**src/rtl/fdq_pkg.sv**
```systemverilog
`default_nettype none
// ============================================================================
//  Module      : fdq_pkg
//  Description : Shared types, constants and width helpers for the
//                fetch/decode queue.
//  Revision    : 1.0 - initial release
// ============================================================================
package fdq_pkg;

    localparam int          FDQ_XLEN  = 32;
    localparam logic [31:0] NOP_INSTR = 32'h0000_0013;  // addi x0,x0,0

    typedef struct packed {
        logic [FDQ_XLEN-1:0] instr;
        logic [FDQ_XLEN-1:0] pc;
        logic [FDQ_XLEN-1:0] pc_plus_four;
    } fdq_entry_t;

    // Occupancy counter must represent 0..depth inclusive.
    function automatic int count_w(input int depth);
        return $clog2(depth + 1);
    endfunction

endpackage
`default_nettype wire

```
**src/rtl/fdq_fifo.sv**
```systemverilog
`default_nettype none
// ============================================================================
//  Module      : fdq_fifo
//  Description : Circular entry store with read/write pointers, separate
//                occupancy count and synchronous clear.
//  Revision    : 1.0 - initial release
// ============================================================================
module fdq_fifo
    import fdq_pkg::*;
#(
    parameter int  DEPTH     = 4,
    parameter type T         = fdq_entry_t,
    localparam int c_ptr_w   = $clog2(DEPTH),
    localparam int c_count_w = count_w(DEPTH)
) (
    input  logic                 clk,
    input  logic                 reset,
    input  logic                 clear,
    input  logic                 push,
    input  logic                 pop,
    input  T                     wr_data,
    output T                     rd_data,
    output logic [c_count_w-1:0] count,
    output logic                 full
);

    T                     r_mem [DEPTH];
    logic [c_ptr_w-1:0]   r_rd_ptr;
    logic [c_ptr_w-1:0]   r_wr_ptr;
    logic [c_count_w-1:0] r_count;

    logic w_empty;
    logic w_full;
    logic w_do_pop;
    logic w_do_push;

    assign w_empty   = (r_count == '0);
    assign w_full    = (r_count == c_count_w'(DEPTH));
    assign w_do_pop  = pop && !w_empty;
    // A pop in the same cycle frees the slot the push needs.
    assign w_do_push = push && (!w_full || w_do_pop);

    always_ff @(posedge clk or posedge reset) begin
        if (reset) begin
            r_rd_ptr <= '0;
            r_wr_ptr <= '0;
            r_count  <= '0;
        end else if (clear) begin
            r_rd_ptr <= '0;
            r_wr_ptr <= '0;
            r_count  <= '0;
        end else begin
            if (w_do_push) begin
                r_wr_ptr <= r_wr_ptr + c_ptr_w'(1);
            end
            if (w_do_pop) begin
                r_rd_ptr <= r_rd_ptr + c_ptr_w'(1);
            end
            if (w_do_push && !w_do_pop) begin
                r_count <= r_count + c_count_w'(1);
            end else if (w_do_pop && !w_do_push) begin
                r_count <= r_count - c_count_w'(1);
            end
        end
    end

    always_ff @(posedge clk) begin
        if (w_do_push && !clear) begin
            r_mem[r_wr_ptr] <= wr_data;
        end
    end

    assign rd_data = r_mem[r_rd_ptr];
    assign count   = r_count;
    assign full    = w_full;

endmodule
`default_nettype wire

```
**src/rtl/fetch_decode_queue.sv**
```systemverilog
`default_nettype none
// ============================================================================
//  Module      : fetch_decode_queue
//  Description : DEPTH-entry instruction queue plus decode output register
//                with bypass, stall hold and branch flush. Define
//                FDQ_STATS_EN to add flush-kill and stall-cycle counters.
//  Revision    : 1.0 - initial release
// ============================================================================
module fetch_decode_queue
    import fdq_pkg::*;
#(
    parameter int              XLEN      = FDQ_XLEN,
    parameter int              DEPTH     = 4,
    parameter logic [XLEN-1:0] NOP_INSTR = XLEN'(fdq_pkg::NOP_INSTR),
    localparam int             c_count_w = count_w(DEPTH)
) (
    input  logic                 clk,
    input  logic                 reset,
    input  logic                 flush,
    input  logic                 push,
    input  logic [XLEN-1:0]      instruction_in,
    input  logic [XLEN-1:0]      pc_in,
    input  logic [XLEN-1:0]      pc_plus_four_in,
    output logic                 full,
    input  logic                 stall,
    output logic [XLEN-1:0]      instruction,
    output logic [XLEN-1:0]      pc,
    output logic [XLEN-1:0]      pc_plus_four,
    output logic                 valid,
    output logic [c_count_w-1:0] count
`ifdef FDQ_STATS_EN
    ,
    output logic [15:0]          flush_kill_count,
    output logic [15:0]          stall_cycle_count
`endif
);

    typedef struct packed {
        logic [XLEN-1:0] instr;
        logic [XLEN-1:0] pc;
        logic [XLEN-1:0] pc_plus_four;
    } entry_t;

    entry_t               w_in_entry;
    entry_t               w_head;
    logic [c_count_w-1:0] w_count;
    logic                 w_full;
    logic                 w_advance;
    logic                 w_pop;
    logic                 w_bypass;
    logic                 w_fifo_push;

    logic                 r_valid;
    logic [XLEN-1:0]      r_instr;
    logic [XLEN-1:0]      r_pc;
    logic [XLEN-1:0]      r_pc_plus_four;

    assign w_in_entry = '{instr: instruction_in, pc: pc_in, pc_plus_four: pc_plus_four_in};

    assign w_advance   = ~stall;
    assign w_pop       = w_advance && !flush && (w_count != '0);
    // An empty queue lets the fetched entry go straight to the output slot.
    assign w_bypass    = w_advance && !flush && (w_count == '0) && push;
    assign w_fifo_push = push && !flush && !w_bypass;

    fdq_fifo #(
        .DEPTH (DEPTH),
        .T     (entry_t)
    ) u_fifo (
        .clk     (clk),
        .reset   (reset),
        .clear   (flush),
        .push    (w_fifo_push),
        .pop     (w_pop),
        .wr_data (w_in_entry),
        .rd_data (w_head),
        .count   (w_count),
        .full    (w_full)
    );

    // pc fields deliberately hold across NOP loads and flushes.
    always_ff @(posedge clk or posedge reset) begin
        if (reset) begin
            r_valid        <= 1'b0;
            r_instr        <= NOP_INSTR;
            r_pc           <= '0;
            r_pc_plus_four <= '0;
        end else if (flush) begin
            r_valid <= 1'b0;
            r_instr <= NOP_INSTR;
        end else if (w_advance) begin
            if (w_pop) begin
                r_valid        <= 1'b1;
                r_instr        <= w_head.instr;
                r_pc           <= w_head.pc;
                r_pc_plus_four <= w_head.pc_plus_four;
            end else if (w_bypass) begin
                r_valid        <= 1'b1;
                r_instr        <= instruction_in;
                r_pc           <= pc_in;
                r_pc_plus_four <= pc_plus_four_in;
            end else begin
                r_valid <= 1'b0;
                r_instr <= NOP_INSTR;
            end
        end
    end

`ifdef FDQ_STATS_EN
    logic [15:0] r_flush_kill_count;
    logic [15:0] r_stall_cycle_count;
    logic [16:0] w_kill_sum;

    assign w_kill_sum = {1'b0, r_flush_kill_count} + 17'(w_count) + 17'(r_valid);

    always_ff @(posedge clk or posedge reset) begin
        if (reset) begin
            r_flush_kill_count  <= '0;
            r_stall_cycle_count <= '0;
        end else begin
            if (flush) begin
                r_flush_kill_count <= w_kill_sum[16] ? 16'hFFFF : w_kill_sum[15:0];
            end
            if (stall && r_valid && (r_stall_cycle_count != 16'hFFFF)) begin
                r_stall_cycle_count <= r_stall_cycle_count + 16'd1;
            end
        end
    end

    assign flush_kill_count  = r_flush_kill_count;
    assign stall_cycle_count = r_stall_cycle_count;
`endif

    assign full         = w_full;
    assign count        = w_count;
    assign valid        = r_valid;
    assign instruction  = r_instr;
    assign pc           = r_pc;
    assign pc_plus_four = r_pc_plus_four;

endmodule
`default_nettype wire

```
**config.mk**
```make
export PLATFORM = sky130hd
export DESIGN_NAME = fetch_decode_queue
export DESIGN_NICKNAME = d
export VERILOG_FILES = /design/src/rtl/fdq_pkg.sv /design/src/rtl/fdq_fifo.sv /design/src/rtl/fetch_decode_queue.sv
export SDC_FILE = /design/constraint.sdc
export NUM_CORES = 1
export LEC_CHECK = 0
export ABC_CLOCK_PERIOD_IN_PS = 10630
export CAP_MARGIN = 20
export CORE_MARGIN = 5
export CORE_UTILIZATION = 60
export CTS_CLUSTER_DIAMETER = 120
export DETAILED_ROUTE_END_ITERATION = 6
export PLACE_DENSITY = 0.95
export SLEW_MARGIN = 5
export SYNTH_ARGS = -nofsm -noshare
export SYNTH_HDL_FRONTEND = slang
export SYNTH_SLANG_ARGS = --single-unit
```
**constraint.sdc**
```tcl
create_clock -name clk -period 10.63 [get_ports clk]
set_input_delay 1.5945 -clock clk [delete_from_list [all_inputs] [get_ports clk]]
set_output_delay 1.5945 -clock clk [all_outputs]
set_load 0.05 [all_outputs]
```
Yosys cells after proc, flatten, opt, wreduce, memory -nomap -nowiden
Memories as Yosys holds them, arrays and structs flattened.
Index checks and enable logic that the tools add are counted.
- equal/unequal tests: 2
- reductions and logical operators: 25
- muxes and demuxes: 21
- bitwise logic cells: 2
- add/subtract/negate cells: 4
- operators by type and width (operator ; number):
    32-bit 2-to-1 mux ; 8
    1-bit logical AND ; 11
    3-bit 2-to-1 mux ; 3
    2-bit 2-to-1 mux ; 4
    1-bit zero test ; 6
    1-bit 2-to-1 mux ; 6
    2-bit nonzero test ; 3
    3-bit nonzero test ; 2
    2-bit by 1-bit adder with 2-bit output, second input constant ; 2
    3-bit by 1-bit adder with 3-bit output, second input constant ; 1
    3-bit equality test, second input constant ; 1
    3-bit zero test ; 1
    3-bit AND reduction ; 1
    3-bit by 1-bit subtractor with 3-bit output, second input constant ; 1
    2-bit != test, second input constant ; 1
    1-bit NOT ; 2
    1-bit logical OR ; 1
- bits in writable memories: 384
- memories kept: 1
- register bits after elaboration: 104
- bits of input ports: 101
- word-level logic and storage cells: 62
- memory list (memory ; depth ; bits a word ; read ports ; clocked after memory_dff ; wr ports ; line ; RTL):
    u_fifo.r_mem ; 4 ; 96 ; 1 ; 0 ; 1 ; fdq_fifo.sv:27 ; T r_mem [DEPTH];

Longest topological paths before layout
Gate-level depths: netlist (run 1).
- word-level depth: 12
- gate-level depth with buffers: 9
- mapped depth without buffers: 8

By module
From an unflattened synthesis (run 1), not the netlist that was laid out.
- cells, all modules: 895
- area total of the unflattened synthesis: 19037.0 um^2
- by module, submodules not included (module ; sequential area each (um^2) ; area an instance (um^2) ; cells each ; times used):
    fdq_fifo ; 11706.2 ; 14380.0 ; 564 ; 1
    fetch_decode_queue ; 2431.1 ; 4657.0 ; 331 ; 1

Worst setup path before layout (run 1)
No wires, ideal clock.
- kind: input to register
- from: input port stall
- to: memory u_fifo.r_mem[0][0] (netlist bit) (enable)
- arrival: 4.591 ns
- stages: 4
- slack: 5.574 ns
- data required time: 10.164 ns
- cell sequence: buf_2 xnor2_1 a21oi_1 and2_1
- word-level cells in the longest chain between the ends: 10
- elaborated cells on any way between the ends: 13
- those cells by class: mux: 2; bitwise: 1; reduce/logical: 10
- RTL lines (item ; line ; RTL):
    start, declared ; fetch_decode_queue.sv:25 ; input logic stall,
    1-bit NOT (no source line) * ; -- ;
    1-bit logical AND * ; fetch_decode_queue.sv:61, fetch_decode_queue.sv:63 ;
    1-bit logical AND (2 in a row) ; fetch_decode_queue.sv:63 ; assign w_bypass = w_advance && !flush && (w_count == '0) && push;
    1-bit zero test ; fetch_decode_queue.sv:64 ; assign w_fifo_push = push && !flush && !w_bypass;
    1-bit logical AND ; fetch_decode_queue.sv:64 ;
    1-bit logical AND * ; fdq_fifo.sv:41 ; assign w_do_push = push && (!w_full || w_do_pop);
    1-bit logical AND * ; fdq_fifo.sv:68 ; if (w_do_push && !clear) begin
    1-bit 2-to-1 mux * ; fdq_fifo.sv:68 ;
    1-bit 2-to-1 mux (not written as such) * ; fdq_fifo.sv:69 ; r_mem[r_wr_ptr] <= wr_data;
    end, declared ; fdq_fifo.sv:27 ;
Mark *: on every way between the ends. The rest lies on a longest branch, timed or not.

Final worst setup path (run 1)
- from: input port flush
- to: memory u_fifo.r_mem[0][20] (netlist bit) (enable)
- word-level cells in the longest chain between the ends: 10
- elaborated cells on any way between the ends: 14
- those cells by class: mux: 2; reduce/logical: 12
- RTL lines (item ; line ; RTL):
    start, declared ; fetch_decode_queue.sv:19 ; input logic flush,
    1-bit zero test * ; -- ;
    1-bit logical AND ; fetch_decode_queue.sv:61, fetch_decode_queue.sv:63 ;
    1-bit logical AND (2 in a row) ; fetch_decode_queue.sv:63 ;
    1-bit zero test ; fetch_decode_queue.sv:64 ;
    1-bit logical AND ; fetch_decode_queue.sv:64 ;
    1-bit logical AND ; fdq_fifo.sv:41 ;
    1-bit logical AND * ; fdq_fifo.sv:68 ;
    1-bit 2-to-1 mux * ; fdq_fifo.sv:68 ;
    1-bit 2-to-1 mux (not written as such) * ; fdq_fifo.sv:69 ;
Marked as above.

==> insert_results.sql, run 1 <==
INSERT INTO impl_metrics (metric_group, metric, value, unit) VALUES
('status', 'run_status', 'finished clean', ''),
('cts', 'post_cts_hold_buffer_count', '0', ''),
('power_and_ir_drop', 'power.density_cell_area', '253', 'mW/mm²'),
('critical_path', 'critical_path_required', '10800', 'ps'),
('job', 'max_cap_viol_count', '0', ''),
('yosys', 'yosys_warnings', '0', ''),
('place', 'portBuffers', '201', ''),
('yosys', 'mappedNetlistNets', '1136', ''),
('critical_path', 'crit_path_max_incr_delay', '800', 'ps'),
('place', 'finalWeightedCongestion', '0.754', ''),
('detailed_routing', 'drt_wl_total', '42300', 'µm'),
('power_and_ir_drop', 'static-leakage-power', '7.76', 'nW'),
('detailed_routing', 'wire_per_inst', '25.3', 'µm'),
('timing', 'max_slew_margin', '29.5', '%'),
('critical_path', 'worstSetupPathType', 'in2reg', ''),
('cells_and_area', 'areaGrowthSynthToFinish', '20.7', '%'),
('cells_and_area', 'final_layout_size_suffix_gt1_share', '15.2', '%'),
('timing', 'slew_violations', '0', ''),
('timing', 'setup-violations-final', '0', ''),
('global_route', 'grt_antenna_before_repair', '6', ''),
('cts', 'tritoncts', 'yes', ''),
('yosys', 'largest_family_of_logic_cells_by_synthesized_area', 'multiplexers', ''),
('global_route', 'pin_count_of_the_biggest_net_entering_global_routing', '97', ''),
('power_and_ir_drop', 'power_frac_comb', '28.5', '%'),
('power_and_ir_drop', 'switchingPower', '0.00185', 'W'),
('floorplanning', 'design.die.area', '0.0346', 'mm²'),
('cts', 'clock_buffers_created_by_tritoncts', '46', ''),
('critical_path', 'worst_setup_ep_type', 'register', ''),
('floorplanning', 'io_pins', '202', ''),
('yosys', 'compound_gate_fraction_of_synth_area', '4.02', '%'),
('critical_path', 'critPathBufInv', '2', ''),
('detailed_routing', 'detail_route.first_pass.iterations', '7', ''),
('global_route', 'grt_pass1_vias', '11198', ''),
('detailed_routing', 'drt_iter0_markers', '1159', ''),
('place', 'place_worst_setup_slack', '5530', 'ps'),
('cts', 'post_cts.repair.setup_buffers', '0', ''),
('timing', 'final_period_minus_worst_setup_slack', '4530', 'ps'),
('yosys', 'synth_top_area_cell', 'edfxtp_1', ''),
('yosys', 'synth_top_cell_area_share', '62.0', '%'),
('yosys', 'mappedNetlistArea', '0.0186', 'mm²'),
('yosys', 'synth_enable_flop_cells', '384', ''),
('cts', 'cts_repair_resize_count', '0', ''),
('place', 'detailed_place.area', '0.0209', 'mm²'),
('global_route', 'global_route.overflow_total', '0', ''),
('place', 'hpwl', '24800', 'µm'),
('timing', 'hold_ws', '513', 'ps'),
('timing', 'grt_setup_unrepaired', 'no', ''),
('min_path', 'hold_class', 'reg2reg', ''),
('power_and_ir_drop', 'share_seq_of_total_power', '43.7', '%'),
('timing', 'worst_slew_pin_tran', '1060', 'ps'),
('power_and_ir_drop', 'clock_power_share', '27.8', '%'),
('yosys', 'postSynth.topFlopCell', 'edfxtp_1', ''),
('global_route', 'groute.usage.overall', '24.8', '%'),
('cts', 'insertion_delay', '550', 'ps'),
('critical_path', 'crit_path_start_kind', 'input port', ''),
('cells_and_area', 'layout.nets', '1337', ''),
('yosys', 'ys_ff_latch', '488', ''),
('cts', 'clk_root_buffer_cell', 'clkbuf_16', ''),
('yosys', 'synth_area_per_cell', '18.1', 'µm²'),
('timing', 'fin_tns_setup', '0', 'ps'),
('yosys', 'netlist_top_cells_area', 'edfxtp_1, dfrtp_1, mux4_2', ''),
('critical_path', 'path_delay_family', 'buffers and inverters', ''),
('critical_path', 'crit_arrival', '4700', 'ps'),
('floorplanning', 'floorplan.die.height', '186', 'µm'),
('critical_path', 'path_cells', 'clkdlybuf4s50_1 -> nand2b_1 -> a21oi_1 -> and2_4 -> buf_4', ''),
('power_and_ir_drop', 'vdd_drop_max', '0.000204', 'V'),
('cts', 'cts-htree-levels', '2', ''),
('cts', 'number_of_buffers_between_clock_root_and_the_deepest_sink', '3', ''),
('critical_path', 'worst-path-max-fanout', '52', ''),
('yosys', 'synth_cells', '1030', ''),
('yosys', 'synth_common_cells', 'edfxtp_1, nand2_1, dfrtp_1', '');
==> worst register-to-register path: cells and delay by family, from the launching register on <==
kind | cells | cell delay (ps)
AOI/OAI and AO/OA | 1 | 540
buffers and inverters | 1 | 710
DFF | 1 | 470
and+or+nand+nor | 2 | 1000
==> placed cells by master, fill, tap and decap left out, types with 5 or more instances in the layout <==
cell / n
inv_1: 33
nand2_1: 133
clkbuf_8: 5
nor2_1: 80
a31oi_1: 65
dfrtp_1: 99
buf_4: 10
mux4_2: 96
clkinv_2: 8
a222oi_1: 27
clkbuf_16: 49
clkdlybuf4s50_1: 201
edfxtp_1: 384
clkbuf_1: 16
==> state kept, by name, summed over array words and instances, names as in the netlist <==
register         flops
pc                  32
pc_plus_four        32
u_fifo.r_wr_ptr      2
valid                1
u_fifo.r_rd_ptr      2
u_fifo.r_mem       384
u_fifo.count         3
instruction         32
==> cell families (layout without fill, tap and decap cells) <==
logic type,after synthesis,after routing
AO/OA/AOI/OAI,103,103
XOR/XNOR,4,4
adder cells (fa/ha/maj),5,5
buffers and inverters,95,333
flip-flops,488,488
multiplexers,99,99
other,0,4
AND/OR/NAND/NOR,236,236
==> power by group through the flow <==
stage | clock network (W) | registers, W | logic [W]
finish | 0.00158 | 0.00248 | 0.00162
global placement | 0 | 0.00250 | 0.00155
CTS | 0.00159 | 0.00248 | 0.00162
detailed placement | 0 | 0.00252 | 0.00160
global route | 0.00168 | 0.00251 | 0.00170
floorplan | 0 | 0.00294 | 0.000633
==> routing by layer <==
metal | part of all wire (%) | GRT usage (%) | wire (µm) | vias up
met5 | 0.080 | 0 | 34 | -
met1 | 37 | 33.5 | 15700 | 5401
met3 | 9.3 | 5.51 | 3940 | 122
met4 | 3.5 | 9.12 | 1480 | 4
li1 | - | - | - | 4421
met2 | 50 | 40.6 | 21100 | 616
==> worst paths after layout <==
check / cells after the start / slack, ps / end / start
max: 5 / 6100 / u_fifo.r_mem[0][20]$_DFFE_PP_ / flush
min: 1 / 510 / valid$_DFFE_PP0P_ / valid$_DFFE_PP0P_
max reg2reg: 4 / 7500 / u_fifo.r_mem[0][20]$_DFFE_PP_ / u_fifo.count[0]$_DFFE_PP0P_
min reg2reg: 1 / 510 / valid$_DFFE_PP0P_ / valid$_DFFE_PP0P_
max in group asynchronous: 3 / 7750 / pc_plus_four[12]$_DFFE_PP0P_ / reset
min in group asynchronous: 2 / 1480 / pc_plus_four[31]$_DFFE_PP0P_ / reset
==> per-stage QoR <==
step,total power [W],instances
after floorplan,0.00357,1030
after global placement,0.00405,1576
after detailed placement,0.00411,1576
after CTS,0.00569,1661
after global routing,0.00589,1668
final,0.00567,1668
==> layout make-up <==
class                      instances  area [µm²]
clock inverter                    15         101
timing repair buffer             214        2150
antenna                            4        10.0
tap                              396         495
sequential                       488       14100
fill                            1679        8160
multi-input combinational        447        4050
clock buffer                      70        1360
inverter                          34         130
(Power assumes the default switching activity.)
==> inputs of run 2 (changes only) <==
--- a/config.mk
+++ b/config.mk
@@ -5,13 +5,13 @@
 export SDC_FILE = /design/constraint.sdc
 export NUM_CORES = 1
 export LEC_CHECK = 0
-export ABC_CLOCK_PERIOD_IN_PS = 10630
+export ABC_CLOCK_PERIOD_IN_PS = 4300
 export CAP_MARGIN = 20
 export CORE_MARGIN = 5
-export CORE_UTILIZATION = 60
+export CORE_UTILIZATION = 56
 export CTS_CLUSTER_DIAMETER = 120
 export DETAILED_ROUTE_END_ITERATION = 6
-export PLACE_DENSITY = 0.95
+export PLACE_DENSITY = 0.9
 export SLEW_MARGIN = 5
 export SYNTH_ARGS = -nofsm -noshare
 export SYNTH_HDL_FRONTEND = slang
==> constraint.sdc (replaced) <==
create_clock -name clk -period 4.3 [get_ports clk]
set_input_delay 0.645 -clock clk [delete_from_list [all_inputs] [get_ports clk]]
set_output_delay 0.645 -clock clk [all_outputs]
set_load 0.05 [all_outputs]
==> run 2 against run 1 <==
Clock-buffer cell count fell by 3. Via count fell by 2.0%. Sequential power rose by 150%. Clock skew fell by 14 ps.
==> insert_results.sql, run 2 (same netlist as run 1, synthesis figures left out) <==
INSERT INTO impl_metrics (metric_group, metric, value, unit) VALUES
('status', 'run_status', 'finished clean', ''),
('timing', 'grt_setup_unrepaired', 'no', ''),
('detailed_routing', 'drt_wl_total', '42500', 'µm'),
('power_and_ir_drop', 'clock_power_share', '29.4', '%'),
('cts', 'post_cts_hold_buffer_count', '0', ''),
('place', 'hpwl', '25200', 'µm'),
('timing', 'worst_slew_pin_tran', '915', 'ps'),
('power_and_ir_drop', 'p_sw_share', '31.8', '%'),
('cells_and_area', 'final_core_utilization', '69.9', '%'),
('cts', 'clock_buffers_created_by_tritoncts', '46', ''),
('timing', 'timing.fmax', '0.318', 'GHz'),
('floorplanning', 'design.die.area', '0.0369', 'mm²'),
('timing', 'slew_violations', '0', ''),
('floorplanning', 'fp.coreArea', '0.0326', 'mm²'),
('global_route', 'grt_antenna_before_repair', '1', ''),
('detailed_routing', 'detail_route.first_pass.iterations', '7', ''),
('cts', 'clk_root_buffer_cell', 'clkbuf_16', ''),
('timing', 'final_critical_path_setup_slack', '1150', 'ps'),
('cells_and_area', 'final_cell_mix', 'edfxtp_1, clkdlybuf4s50_1, nand2_1', ''),
('cts', 'clk_pin_slew_worst_paths', '60', 'ps'),
('critical_path', 'startpoint', 'u_fifo.count[0]$_DFFE_PP0P_', ''),
('floorplanning', 'rows', '66', ''),
('place', 'dp.cells', '1637', ''),
('cells_and_area', 'layout_commonest_cell', 'edfxtp_1', ''),
('cts', 'cts_repair_resize_count', '0', ''),
('place', 'detailed_place.area', '0.0212', 'mm²'),
('global_route', 'groute.usage.overall', '23.4', '%'),
('critical_path', 'path_delay_family', 'buffers and inverters', ''),
('timing', 'hold_viol_final', '0', ''),
('global_route', 'grt_pass1_vias', '11228', ''),
('cells_and_area', 'largest_register_ff_count', '384', ''),
('place', 'portBuffers', '201', ''),
('cells_and_area', 'final_area', '0.0228', 'mm²'),
('critical_path', 'worstSetupPathType', 'reg2out', ''),
('timing', 'fin_tns_setup', '0', 'ps'),
('critical_path', 'crit_path_max_incr_delay', '800', 'ps'),
('critical_path', 'crit_slowest_cell', 'clkdlybuf4s50_1', ''),
('critical_path', 'crit_path_start_kind', 'register', ''),
('power_and_ir_drop', 'vdd_drop_max', '0.000464', 'V'),
('cts', 'tritoncts_num_sinks', '488', ''),
('detailed_routing', 'drt_iter0_markers', '1173', ''),
('global_route', 'global_route.overflow_total', '0', ''),
('global_route', 'first_pass_grt_wire_length', '65700', 'µm'),
('critical_path', 'worst_setup_ep_type', 'output port', ''),
('cts', 'number_of_buffers_between_clock_root_and_the_deepest_sink', '3', ''),
('min_path', 'hold_class', 'reg2reg', ''),
('power_and_ir_drop', 'power.density_cell_area', '628', 'mW/mm²'),
('floorplanning', 'die_w', '192', 'µm'),
('power_and_ir_drop', 'static-leakage-power', '7.92', 'nW'),
('cts', 'post_cts.repair.setup_buffers', '0', ''),
('cells_and_area', 'layout.nets', '1350', ''),
('cells_and_area', 'final_layout_size_suffix_gt1_share', '16.3', '%'),
('min_path', 'min-delay-start', 'instruction[30]$_DFFE_PP0P_', ''),
('detailed_routing', 'post_dr_vias_cell', '6.00', ''),
('power_and_ir_drop', 'power_frac_comb', '28.1', '%'),
('detailed_routing', 'drt.antenna.violating_nets', '0', ''),
('power_and_ir_drop', 'internal_power', '0.00976', 'W'),
('place', 'finalWeightedCongestion', '0.772', ''),
('detailed_routing', 'drcViolationCount', '0', ''),
('timing', 'max_slew_margin', '39.0', '%'),
('cts', 'insertion_delay', '540', 'ps'),
('global_route', 'pin_count_of_the_biggest_net_entering_global_routing', '130', ''),
('critical_path', 'critPathBufInv', '1', ''),
('cts', 'cts-htree-levels', '2', ''),
('critical_path', 'rr_startpoint', 'u_fifo.count[2]$_DFFE_PP0P_', ''),
('cells_and_area', 'n_fill_cell', '1953', ''),
('floorplanning', 'initial_core_util', '57.0', '%'),
('critical_path', 'crit_arrival', '2500', 'ps'),
('floorplanning', 'io_pins', '202', ''),
('power_and_ir_drop', 'switchingPower', '0.00455', 'W'),
('timing', 'setup-violations-final', '0', ''),
('timing', 'final_period_minus_worst_setup_slack', '3150', 'ps'),
('cells_and_area', 'registers.top_by_ff_count', 'u_fifo.r_mem', ''),
('critical_path', 'worst-path-max-fanout', '6', ''),
('timing', 'final.setup_skew', '12.0', 'ps'),
('power_and_ir_drop', 'share_seq_of_total_power', '42.5', '%'),
('detailed_routing', 'route.vias.total', '10355', ''),
('timing', 'post_route_fraction_of_the_period_consumed_by_the_critical_path', '73.2', '%'),
('floorplanning', 'floorplan.die.height', '192', 'µm'),
('cells_and_area', 'layout.cells.non_filler', '1725', ''),
('job', 'max_cap_viol_count', '0', ''),
('critical_path', 'critical_path_required', '3650', 'ps'),
('detailed_routing', 'wire_per_inst', '24.6', 'µm'),
('place', 'place_worst_setup_slack', '813', 'ps'),
('cts', 'tritoncts', 'yes', ''),
('cells_and_area', 'areaGrowthSynthToFinish', '22.7', '%'),
('critical_path', 'path_cells', 'nor2_1 -> and2_1 -> clkdlybuf4s50_1', '');
run 2: metal layers:
metal | global-route usage (%) | wire [µm] | vias up
li1 | - | - | 4442
met1 | 33.1 | 16700 | 5335
met2 | 38.5 | 21400 | 522
met3 | 4.22 | 3500 | 56
met4 | 6.23 | 942 | 0
met5 | 0 | 0 | -
run 2: cell type report:
cell class | count | area (µm²) | share of cell area [%]
Antenna cell | 1 | 2.50 | 0.0110
Clock buffer | 67 | 1340 | 5.89
Clock inverter | 19 | 239 | 1.05
Inverter | 34 | 130 | 0.571
Multi-Input combinational cell | 447 | 4050 | 17.8
Sequential cell | 488 | 14100 | 62.0
Tap cell | 442 | 553 | 2.43
Timing Repair Buffer | 227 | 2340 | 10.3
run 2: path summary, 6_finish.rpt:
path	cells after the start	end	slack (ps)
worst min-delay path	2	instruction[30]$_DFFE_PP0P_	520
min in group asynchronous	2	pc[10]$_DFFE_PP0P_	540
worst min register to register	2	instruction[30]$_DFFE_PP0P_	520
worst max register to register	4	u_fifo.r_mem[1][4]$_DFFE_PP_	1650
worst max-delay path	3	full	1150
max in group asynchronous	3	instruction[25]$_DFFE_PP0P_	2960
run 2: stage by stage:
step,hold WS [ps],total power [W]
after floorplan,555,0.00883
after global placement,476,0.0101
after detailed placement,483,0.0102
after CTS,518,0.0144
after global routing,547,0.0149
final,516,0.0143
run 2: tightest hold or removal path, stage by stage (launching register included):
cell	delay, ps
dfrtp_1	360
nand2_1	60
nand3_1	60
run 2: power groups by stage:
stage               combinational [W]  sequential [W]  clock, W
finish                        0.00402         0.00609   0.00420
global route                  0.00425         0.00617   0.00447
CTS                           0.00405         0.00610   0.00427
detailed placement            0.00401         0.00618         0
global placement              0.00394         0.00615         0
floorplan                     0.00157         0.00726         0
==> inputs of run 3 (changes only) <==
--- a/config.mk
+++ b/config.mk
@@ -5,13 +5,13 @@
 export SDC_FILE = /design/constraint.sdc
 export NUM_CORES = 1
 export LEC_CHECK = 0
-export ABC_CLOCK_PERIOD_IN_PS = 4300
+export ABC_CLOCK_PERIOD_IN_PS = 2750
 export CAP_MARGIN = 20
 export CORE_MARGIN = 5
-export CORE_UTILIZATION = 56
+export CORE_UTILIZATION = 51
 export CTS_CLUSTER_DIAMETER = 120
 export DETAILED_ROUTE_END_ITERATION = 6
-export PLACE_DENSITY = 0.9
+export PLACE_DENSITY = 0.87
 export SLEW_MARGIN = 5
 export SYNTH_ARGS = -nofsm -noshare
 export SYNTH_HDL_FRONTEND = slang
==> constraint.sdc (replaced) <==
create_clock -name clk -period 2.75 [get_ports clk]
set_input_delay 0.4125 -clock clk [delete_from_list [all_inputs] [get_ports clk]]
set_output_delay 0.4125 -clock clk [all_outputs]
set_load 0.05 [all_outputs]
==> run 3 against run 2 <==
Clock power increased by 48%. Highest routed layer is now met5. Hold slack got worse by 340 ps. First-iteration DRC count shrank 9.5%. Via count shrank 1.3%. Combinational power up 60%. Non-clock buffer count is 6 higher. Clock skew up 9.9 ps. Total power increased by 54%.
==> insert_results.sql, run 3 (same netlist as run 1, synthesis figures left out) <==
INSERT INTO impl_metrics (metric_group, metric, value, unit) VALUES
('detailed_routing', 'drt_iter0_markers', '1062', ''),
('critical_path', 'crit_arrival', '2100', 'ps'),
('timing', 'final.setup_skew', '21.9', 'ps'),
('cells_and_area', 'layout.nets', '1357', ''),
('detailed_routing', 'detail_route.first_pass.iterations', '6', ''),
('global_route', 'first_pass_grt_wire_length', '63700', 'µm'),
('place', 'hpwl', '25200', 'µm'),
('detailed_routing', 'met2_wirelength_from_detailed_routing', '20600', 'µm'),
('cells_and_area', 'layout_commonest_cell', 'edfxtp_1', ''),
('critical_path', 'crit_path_start_kind', 'register', ''),
('timing', 'grt_setup_unrepaired', 'no', ''),
('cells_and_area', 'final_layout_size_suffix_gt1_share', '16.1', '%'),
('detailed_routing', 'top_layer', 'met5', ''),
('timing', 'max_slew_margin', '59.2', '%'),
('floorplanning', 'floorplan.die.height', '201', 'µm'),
('global_route', 'global_route.overflow_total', '0', ''),
('job', 'max_cap_viol_count', '0', ''),
('status', 'run_status', 'finished clean', ''),
('cells_and_area', 'areaGrowthSynthToFinish', '23.2', '%'),
('place', 'finalWeightedCongestion', '0.781', ''),
('place', 'place_worst_setup_slack', '51.5', 'ps'),
('power_and_ir_drop', 'vdd_drop_max', '0.000490', 'V'),
('timing', 'worst_slew_pin_tran', '612', 'ps'),
('timing', 'hold_viol_final', '0', ''),
('detailed_routing', 'met3RoutedLength', '3150', 'µm'),
('timing', 'slew_violations', '0', ''),
('detailed_routing', 'route.vias.total', '10223', ''),
('cts', 'insertion_delay', '560', 'ps'),
('cts', 'tritoncts', 'yes', ''),
('cells_and_area', 'layout.cells.non_filler', '1759', ''),
('global_route', 'groute.usage.overall', '20.3', '%'),
('cells_and_area', 'registers.top_by_ff_count', 'u_fifo.r_mem', ''),
('cells_and_area', 'largest_register_ff_count', '384', ''),
('min_path', 'hold_class', 'in2async', ''),
('detailed_routing', 'drt.antenna.violating_nets', '0', ''),
('detailed_routing', 'post_dr_vias_cell', '5.81', ''),
('critical_path', 'critical_path_required', '2340', 'ps'),
('detailed_routing', 'detail_route.wirelength.met1', '16200', 'µm'),
('global_route', 'grt_pass1_vias', '10754', ''),
('timing', 'setup-violations-final', '0', ''),
('global_route', 'grt_antenna_before_repair', '6', ''),
('detailed_routing', 'drcViolationCount', '0', ''),
('power_and_ir_drop', 'power.density_cell_area', '962', 'mW/mm²'),
('critical_path', 'worstSetupPathType', 'reg2out', ''),
('cts', 'tritoncts_num_sinks', '488', ''),
('floorplanning', 'fp.coreArea', '0.0363', 'mm²'),
('power_and_ir_drop', 'static-leakage-power', '7.92', 'nW'),
('timing', 'final_period_minus_worst_setup_slack', '2510', 'ps'),
('critical_path', 'worst_setup_ep_type', 'output port', ''),
('critical_path', 'worst-path-max-fanout', '6', ''),
('timing', 'post_route_fraction_of_the_period_consumed_by_the_critical_path', '91.4', '%'),
('cells_and_area', 'final_cell_mix', 'edfxtp_1, clkdlybuf4s50_1, nand2_1', ''),
('timing', 'timing.fmax', '0.398', 'GHz'),
('floorplanning', 'design.die.area', '0.0404', 'mm²'),
('detailed_routing', 'wire_per_inst', '23.3', 'µm'),
('cts', 'clock_buffers_created_by_tritoncts', '47', ''),
('detailed_routing', 'drt_wl_total', '40900', 'µm'),
('floorplanning', 'initial_core_util', '51.3', '%'),
('floorplanning', 'io_pins', '202', ''),
('global_route', 'pin_count_of_the_biggest_net_entering_global_routing', '129', ''),
('cts', 'clk_pin_slew_worst_paths', '60', 'ps'),
('floorplanning', 'die_w', '201', 'µm'),
('cts', 'cts-htree-levels', '2', ''),
('cts', 'clk_root_buffer_cell', 'clkbuf_16', ''),
('place', 'portBuffers', '201', ''),
('place', 'dp.cells', '1669', ''),
('floorplanning', 'rows', '70', ''),
('cts', 'number_of_buffers_between_clock_root_and_the_deepest_sink', '3', ''),
('timing', 'final_critical_path_setup_slack', '235', 'ps');
run 3: final cells by class:
type | count | area, µm²
antenna | 3 | 7.51
clock buffer | 72 | 1300
clock inverter | 14 | 174
fill | 2453 | 13300
inverter | 34 | 131
multi-input combinational | 447 | 4050
sequential | 488 | 14100
tap | 468 | 586
timing repair buffer | 233 | 2520
run 3: metrics by stage:
stage	setup TNS [ps]	util [%]	hold WS [ps]	instance area [µm²]	total power [W]
after floorplan	-89080	-	511	18600	0.0138
after global placement	0	59.1	477	21400	0.0159
after detailed placement	0	59.1	469	21400	0.0160
after CTS	0	63.1	176	22900	0.0223
after global routing	0	63.2	172	22900	0.0230
final	0	63.2	180	22900	0.0220
run 3: worst paths after layout:
path	from	to	cells after the start	slack, ps
worst min register to register	valid$_DFFE_PP0P_	valid$_DFFE_PP0P_	1	480
max in group asynchronous	reset	instruction[12]$_DFFE_PP0P_	3	1850
worst max-delay path	u_fifo.count[0]$_DFFE_PP0P_	full	3	240
worst min-delay path	reset	pc[12]$_DFFE_PP0P_	2	180
worst max register to register	u_fifo.count[0]$_DFFE_PP0P_	u_fifo.count[2]$_DFFE_PP0P_	6	490
min in group clk	valid$_DFFE_PP0P_	valid$_DFFE_PP0P_	1	480
run 3: power by group:
part	total, W	switching [W]	internal, W
sequential	0.00941	0.000515	0.00889
combinational	0.00643	0.00395	0.00248
clock	0.00621	0.00258	0.00363
run 3: critical path: stages, from the launching register on:
cell,delay (ps)
dfrtp_1,440
nor2_1,410
and2_1,190
dlygate4sd2_1,520
run 3: what timing repair did:
| item | in CTS | in global routing |
|---|---|---|
| setup buffers | 0 | 0 |
| hold buffers | 0 | 0 |
| gates resized for setup | 1 | 0 |
| setup endpoints to repair | 1 | 0 |
run 3: per-layer routing:
metal  vias up  global-route usage [%]
met4         6                    5.43
met1      5262                    27.2
met2       426                    33.9
met3        71                    4.81
met5         -                       0
li1       4458                       -
